[config.mk]
export PLATFORM = sky130hd
export DESIGN_NAME = state_timer_flat
export DESIGN_NICKNAME = d
export VERILOG_FILES = /design/src/rtl/state_timer_if.sv /design/src/rtl/state_timer.sv /design/src/flat_wrapper.sv
export SDC_FILE = /design/constraint.sdc
export NUM_CORES = 1
export LEC_CHECK = 0
export BUFFER_PORTS_ARGS = -buffer_cell sky130_fd_sc_hd__buf_2
export CORE_MARGIN = 4
export CORE_UTILIZATION = 25
export DETAILED_ROUTE_END_ITERATION = 8
export PLACE_DENSITY_LB_ADDON = 0.25
export SLEW_MARGIN = 10
export SYNTH_ARGS = -nofsm -noshare
export SYNTH_HDL_FRONTEND = slang
export SYNTH_SLANG_ARGS = --single-unit
[constraint.sdc]
create_clock -name clk -period 5.5 [get_ports clk]
set_clock_uncertainty 0.05 [all_clocks]
set_input_delay 1.1 -clock clk [delete_from_list [all_inputs] [get_ports clk]]
set_output_delay 1.1 -clock clk [all_outputs]
set_load 0.01 [all_outputs]
[src/rtl/state_timer_if.sv]
// state_timer_if
//   Bundles the controller-facing signals of state_timer.
//   master : the controller FSM side (drives state, pause, table writes).
//   slave  : the timer itself (returns loaded duration, countdown, status).
//   Signals:
//     present_state [STATE_W] current controller FSM state
//     pause                   freezes the countdown while high
//     cfg_we / cfg_addr / cfg_data  duration table write port (ms)
//     t [T_W]                 duration loaded for the current state
//     remaining [T_W]         whole ms left in the current countdown
//     busy                    countdown active
//     timeout                 one-cycle pulse on expiry
`timescale 1ns/1ps
interface state_timer_if #(
  parameter int STATE_W = 4,
  parameter int T_W     = 19
);
  logic [STATE_W-1:0] present_state;
  logic               pause;
  logic               cfg_we;
  logic [STATE_W-1:0] cfg_addr;
  logic [T_W-1:0]     cfg_data;
  logic [T_W-1:0]     t;
  logic [T_W-1:0]     remaining;
  logic               busy;
  logic               timeout;

  modport master (
    output present_state, pause, cfg_we, cfg_addr, cfg_data,
    input  t, remaining, busy, timeout
  );

  modport slave (
    input  present_state, pause, cfg_we, cfg_addr, cfg_data,
    output t, remaining, busy, timeout
  );
endinterface

[src/rtl/state_timer.sv]
// state_timer
//   Per-state countdown timer for the train controller. A runtime-writable
//   table holds one duration (ms) per FSM state. Whenever present_state
//   changes, that state's duration is loaded and counted down in ms ticks of
//   TICK_DIV clk cycles; reaching zero raises a one-cycle timeout. A zero
//   duration marks the state as untimed.
//   Ports:
//     clk   system clock, rising edge
//     rst_n asynchronous active-low reset
//     bus   state_timer_if.slave (state, pause, table write, t/remaining/busy/timeout)
`timescale 1ns/1ps
module state_timer #(
  parameter int STATE_W  = 4,
  parameter int T_W      = 19,
  parameter int TICK_DIV = 50000,
  parameter int D3       = 2000,
  parameter int D4       = 1000,
  parameter int D5       = 2000
) (
  input  logic          clk,
  input  logic          rst_n,
  state_timer_if.slave  bus
);

  localparam int N_ENT = 2 ** STATE_W;
  localparam int PS_W  = (TICK_DIV > 1) ? $clog2(TICK_DIV) : 1;
  localparam logic [PS_W-1:0] PS_LAST = PS_W'(TICK_DIV - 1);

  typedef enum logic {ST_IDLE, ST_COUNT} state_e;

  logic [T_W-1:0]     tbl [N_ENT];
  logic [STATE_W-1:0] prev_q;
  state_e             state_q, state_d;
  logic [T_W-1:0]     t_q, t_d;
  logic [T_W-1:0]     rem_q, rem_d;
  logic [PS_W-1:0]    ps_q, ps_d;
  logic               timeout_q, timeout_d;

  logic               load;
  logic [T_W-1:0]     load_val;

  assign load     = (bus.present_state != prev_q);
  // The table is read from its registered contents, so a write on the same
  // edge as a load is only seen by later loads (read-before-write).
  assign load_val = tbl[bus.present_state];

  // Duration table.
  // NOTE: this table is reset because the reset contents (D3/D4/D5 defaults)
  // are functional; a plain storage array would normally be left unreset.
  always_ff @(posedge clk or negedge rst_n) begin
    if (!rst_n) begin
      for (int i = 0; i < N_ENT; i++) begin
        if (i == 3)      tbl[i] <= T_W'(D3);
        else if (i == 4) tbl[i] <= T_W'(D4);
        else if (i == 5) tbl[i] <= T_W'(D5);
        else             tbl[i] <= '0;
      end
    end else if (bus.cfg_we) begin
      tbl[bus.cfg_addr] <= bus.cfg_data;
    end
  end

  // State and datapath registers.
  // NOTE: clocked state uses non-blocking assignments so every register
  // samples the pre-edge values, independent of statement order.
  always_ff @(posedge clk or negedge rst_n) begin
    if (!rst_n) begin
      prev_q    <= '0;
      state_q   <= ST_IDLE;
      t_q       <= '0;
      rem_q     <= '0;
      ps_q      <= '0;
      timeout_q <= 1'b0;
    end else begin
      prev_q    <= bus.present_state;
      state_q   <= state_d;
      t_q       <= t_d;
      rem_q     <= rem_d;
      ps_q      <= ps_d;
      timeout_q <= timeout_d;
    end
  end

  // Next-state logic. A load always wins over the countdown, which both
  // aborts a running count and suppresses a coincident expiry pulse.
  always_comb begin
    // NOTE: every output of this block gets a default first, so no path
    // leaves a signal unassigned and no latch is inferred.
    state_d   = state_q;
    t_d       = t_q;
    rem_d     = rem_q;
    ps_d      = ps_q;
    timeout_d = 1'b0;

    if (load) begin
      t_d     = load_val;
      rem_d   = load_val;
      ps_d    = '0;
      state_d = (load_val != '0) ? ST_COUNT : ST_IDLE;
    end else if (state_q == ST_COUNT && !bus.pause) begin
      if (ps_q == PS_LAST) begin
        ps_d = '0;
        if (rem_q != '0) rem_d = rem_q - T_W'(1);
        if (rem_q == T_W'(1)) begin
          state_d   = ST_IDLE;
          timeout_d = 1'b1;
        end
      end else begin
        ps_d = ps_q + PS_W'(1);
      end
    end
  end

  assign bus.t         = t_q;
  assign bus.remaining = rem_q;
  assign bus.busy      = (state_q == ST_COUNT);
  assign bus.timeout   = timeout_q;

endmodule

[src/flat_wrapper.sv]
// flat-port wrapper written by rule: the top's interface ports become plain ports
module state_timer_flat 
#(
  parameter int STATE_W  = 4,
  parameter int T_W      = 19,
  parameter int TICK_DIV = 50000,
  parameter int D3       = 2000,
  parameter int D4       = 1000,
  parameter int D5       = 2000
)
  (clk, rst_n, bus_present_state, bus_pause, bus_cfg_we, bus_cfg_addr, bus_cfg_data, bus_t, bus_remaining, bus_busy, bus_timeout);
  state_timer_if #(.STATE_W(STATE_W), .T_W(T_W)) bus_i ();
  input  logic clk;
  input  logic rst_n;
  input wire logic [$bits(bus_i.present_state)-1:0] bus_present_state;
  input wire logic [$bits(bus_i.pause)-1:0] bus_pause;
  input wire logic [$bits(bus_i.cfg_we)-1:0] bus_cfg_we;
  input wire logic [$bits(bus_i.cfg_addr)-1:0] bus_cfg_addr;
  input wire logic [$bits(bus_i.cfg_data)-1:0] bus_cfg_data;
  output wire logic [$bits(bus_i.t)-1:0] bus_t;
  output wire logic [$bits(bus_i.remaining)-1:0] bus_remaining;
  output wire logic [$bits(bus_i.busy)-1:0] bus_busy;
  output wire logic [$bits(bus_i.timeout)-1:0] bus_timeout;
  assign bus_i.present_state = bus_present_state;
  assign bus_i.pause = bus_pause;
  assign bus_i.cfg_we = bus_cfg_we;
  assign bus_i.cfg_addr = bus_cfg_addr;
  assign bus_i.cfg_data = bus_cfg_data;
  assign bus_t = bus_i.t;
  assign bus_remaining = bus_i.remaining;
  assign bus_busy = bus_i.busy;
  assign bus_timeout = bus_i.timeout;
  state_timer #(.STATE_W(STATE_W), .T_W(T_W), .TICK_DIV(TICK_DIV), .D3(D3), .D4(D4), .D5(D5)) u_core (.clk(clk), .rst_n(rst_n), .bus(bus_i));
endmodule
==> summary.txt <==
Critical path
  • Crit-path max FO: 34
  • CP arrival: 3870 ps
  • Setup crit start kind: input port
  • CP Cell Sequence: buf_4 -> mux4_2 -> mux4_2 -> nor4_1 -> and4_1 -> a22oi_1
  • WP buf/inv: 1
  • Req. time, crit path: 5880 ps
  • CP most frequent cell: mux4_2
  • Crit path kind: input port to register
  • CP top delay family: multiplexers
  • Critical Path Sink Type: register
  • Slowest library cell on the worst path: nor4_1
  • Worst path max stage delay: 690 ps

Synth
  • Synth Flop Type: dfrtp_1
  • Yosys top cell area share: 0.527
  • Synth async-reset ratio: 1.00
  • Synth Instances: 1104
  • Number of synthesized flops with an enable pin: 0
  • Cell Area, Synth: 16400 µm²
  • Post-synthesis average cell area: 14.9 µm²
  • Post-Syn Nets: 1138
  • Largest area contributor in the netlist: dfrtp_1
  • Synth top area cells: dfrtp_1 53%, mux2_2 21%, mux4_2 12%
  • Top post-synthesis cells by count: 346 x dfrtp_1, 304 x mux2_2, 84 x mux4_2
  • Sequential area share after synthesis: 0.556
  • Yosys cell types: 48
  • Synth warn: 0
  • Yosys reg bits: 364
  • Most frequent cell after synthesis: dfrtp_1

CTS
  • Post-CTS Setup Bufs: 0
  • Clock sinks: 364
  • Post-CTS Resized: 0
  • Clk root buf: clkbuf_16
  • Total CTS buffers: 41
  • Clk buf depth: 3
  • Worst-skew pair later-pin latency: 570 ps
  • CTS tree: yes
  • CTS H-tree lvls: 2
  • Reg clk slew, reported paths: 60 ps
  • Post-CTS Hold Buffers: 0

Layout
  • Antenna diode count: 0
  • Layout area overhead: 16.4%
  • Layout cell share with drive strength beyond 1: 0.483
  • Final nets: 1204

Timing
  • Slew headroom: 0.323
  • Pins over their slew limit: 0
  • Unrepaired setup endpoints after global routing: false
  • Post-route minimum period: 3490 ps
  • Share of the clock period used by the worst path after layout: 0.635
  • Final setup viols: 0
  • Final count of hold timing violations: 0
  • Worst Tran Pin Value: 1020 ps
  • Setup TNS: 0 ps
  • Final hold slack: 420 ps
  • FMAX: 0.286 GHz

Power and ir drop
  • Switching power: 2.08 mW
  • Worst vdd ir: 219 µV
  • Net Sw Frac: 0.268
  • Clock power frac: 0.344
  • Seq pwr share: 0.471
  • Comb power frac: 0.185
  • Pleak: 8.06 nW
  • Pint: 5.67 mW
  • PwrDens: 405 nW/µm²
  • Total power: 7.75 mW

Global route
  • Largest net degree at the start of global routing: 127
  • First-pass GRT wire length: 68300 µm
  • Vias in the first global route: 10400
  • GRT overflow: 0
  • Tot GR Track Use: 0.127
  • Initial antenna violation count: 7

Min path
  • Path type of the worst min-delay path: register to register

Run status
  • Outcome: complete, no violations

Floorplan
  • Die Ht: 264 µm
  • DIE AREA: 69900 µm²
  • Site row count: 93
  • DIE WIDTH: 264 µm
  • I/O pin cnt: 71
  • Initial core utilization: 0.254
  • Core area: 64800 µm²

Flow run
  • Maxcap violations: 0

Routing
  • Via/cell ratio: 4.70
  • Total Wirelength: 44000 µm
  • Drc violations: 0
  • Routed vias: 9669
  • DRT iter0 DRCs: 498
  • 1st-pass router iterations: 4
  • Drt wl/cell: 21.4 µm
  • Final antenna-violating net count: 0

Placed design
  • Placed wire-length estimate: 26800 µm
  • Routability cong.: 0.747
  • Port bufs: 70
stage by stage:
step | instances | util | instance area, µm² | setup slack [ps]
floorplan | 1104 | - | 16400 | 2150
global placement | 1982 | 0.275 | 17800 | 1470
detailed placement | 1982 | 0.275 | 17800 | 1380
CTS | 2056 | 0.295 | 19100 | 1980
global route | 2056 | 0.295 | 19100 | 1680
finish | 2056 | 0.295 | 19100 | 2010
flip-flops by register name, summed over array words and instances (netlist names):
| name | flops |
|---|---|
| u_core.bus.busy | 1 |
| u_core.tbl | 304 |
| u_core.ps_q | 16 |
| u_core.bus.t | 19 |
| u_core.prev_q | 4 |
| u_core.bus.timeout | 1 |
| u_core.bus.remaining | 19 |
power by group through the flow:
stage | registers [mW] | logic, mW | clock network (mW)
global route | 3.73 | 1.57 | 2.85
finish | 3.65 | 1.43 | 2.66
global placement | 3.69 | 1.42 | 0
CTS | 3.65 | 1.46 | 2.75
detailed placement | 3.70 | 1.46 | 0
floorplan | 3.60 | 1.01 | 0
worst paths after layout:
check                                     startpoint                 endpoint  slack [ps]  depth (start not counted)
worst max-delay path            bus_present_state[0]          u_core.bus.busy        2010                          6
worst min register to register       u_core.bus.t[2]          u_core.bus.t[2]         420                          2
max in group asynchronous                      rst_n          u_core.tbl[239]        3520                          2
worst min-delay path                 u_core.bus.t[2]          u_core.bus.t[2]         420                          2
worst max register to register       u_core.bus.busy  u_core.bus.remaining[9]        2720                          6
min in group asynchronous                      rst_n          u_core.ps_q[12]         610                          1
worst reg2reg max path, cell delays in order, from the launching register on:
cell	delay, ps
dfrtp_1	420
nor2b_1	530
nand2_1	240
a311oi_1	860
nand4b_1	220
xnor2_1	170
a21o_1	180
kinds of logic (layout without fill, tap and decap cells):
logic type / after synthesis / in the layout / synth area share
compound gates: 69 / 69 / 0.0301
xor+xnor: 30 / 30 / 0.0160
fa+ha+maj: 3 / 3 / 0.00228
buf+inv: 76 / 173 / 0.0196
flops: 364 / 364 / 0.556
mux: 390 / 390 / 0.325
simple gates: 172 / 172 / 0.0515
routing by layer:
metal | vias to the layer above | global-route usage | share of wire
met5 | - | 0 | 0.0020
met2 | 177 | 0.212 | 0.48
met1 | 5162 | 0.169 | 0.45
met3 | 80 | 0.0231 | 0.041
li1 | 4238 | - | -
met4 | 12 | 0.0393 | 0.026
final cells by class:
| class | count | area [µm²] |
|---|---|---|
| Tap cell | 855 | 1070 |
| Clock inverter | 12 | 116 |
| Timing Repair Buffer | 95 | 591 |
| Fill cell | 6464 | 45700 |
| Sequential cell | 364 | 9130 |
| Inverter | 4 | 15.0 |
| Multi-Input combinational cell | 664 | 7020 |
| Clock buffer | 62 | 1180 |
cell usage in the layout, fill, tap and decap left out, types with 11 or more instances in the layout:
master     count
o21ai_1       16
buf_4         24
buf_2         67
nand4_1       16
mux4_2        84
a21o_1        18
clkbuf_16     41
nor2_1        42
dfstp_2       18
xor2_1        11
dfrtp_1      346
a22o_1        16
xnor2_1       19
mux2_2       304
clkbuf_1      13
nand3_1       11
nand2_1       47
No activity file was read; power rests on OpenSTA's default activity.
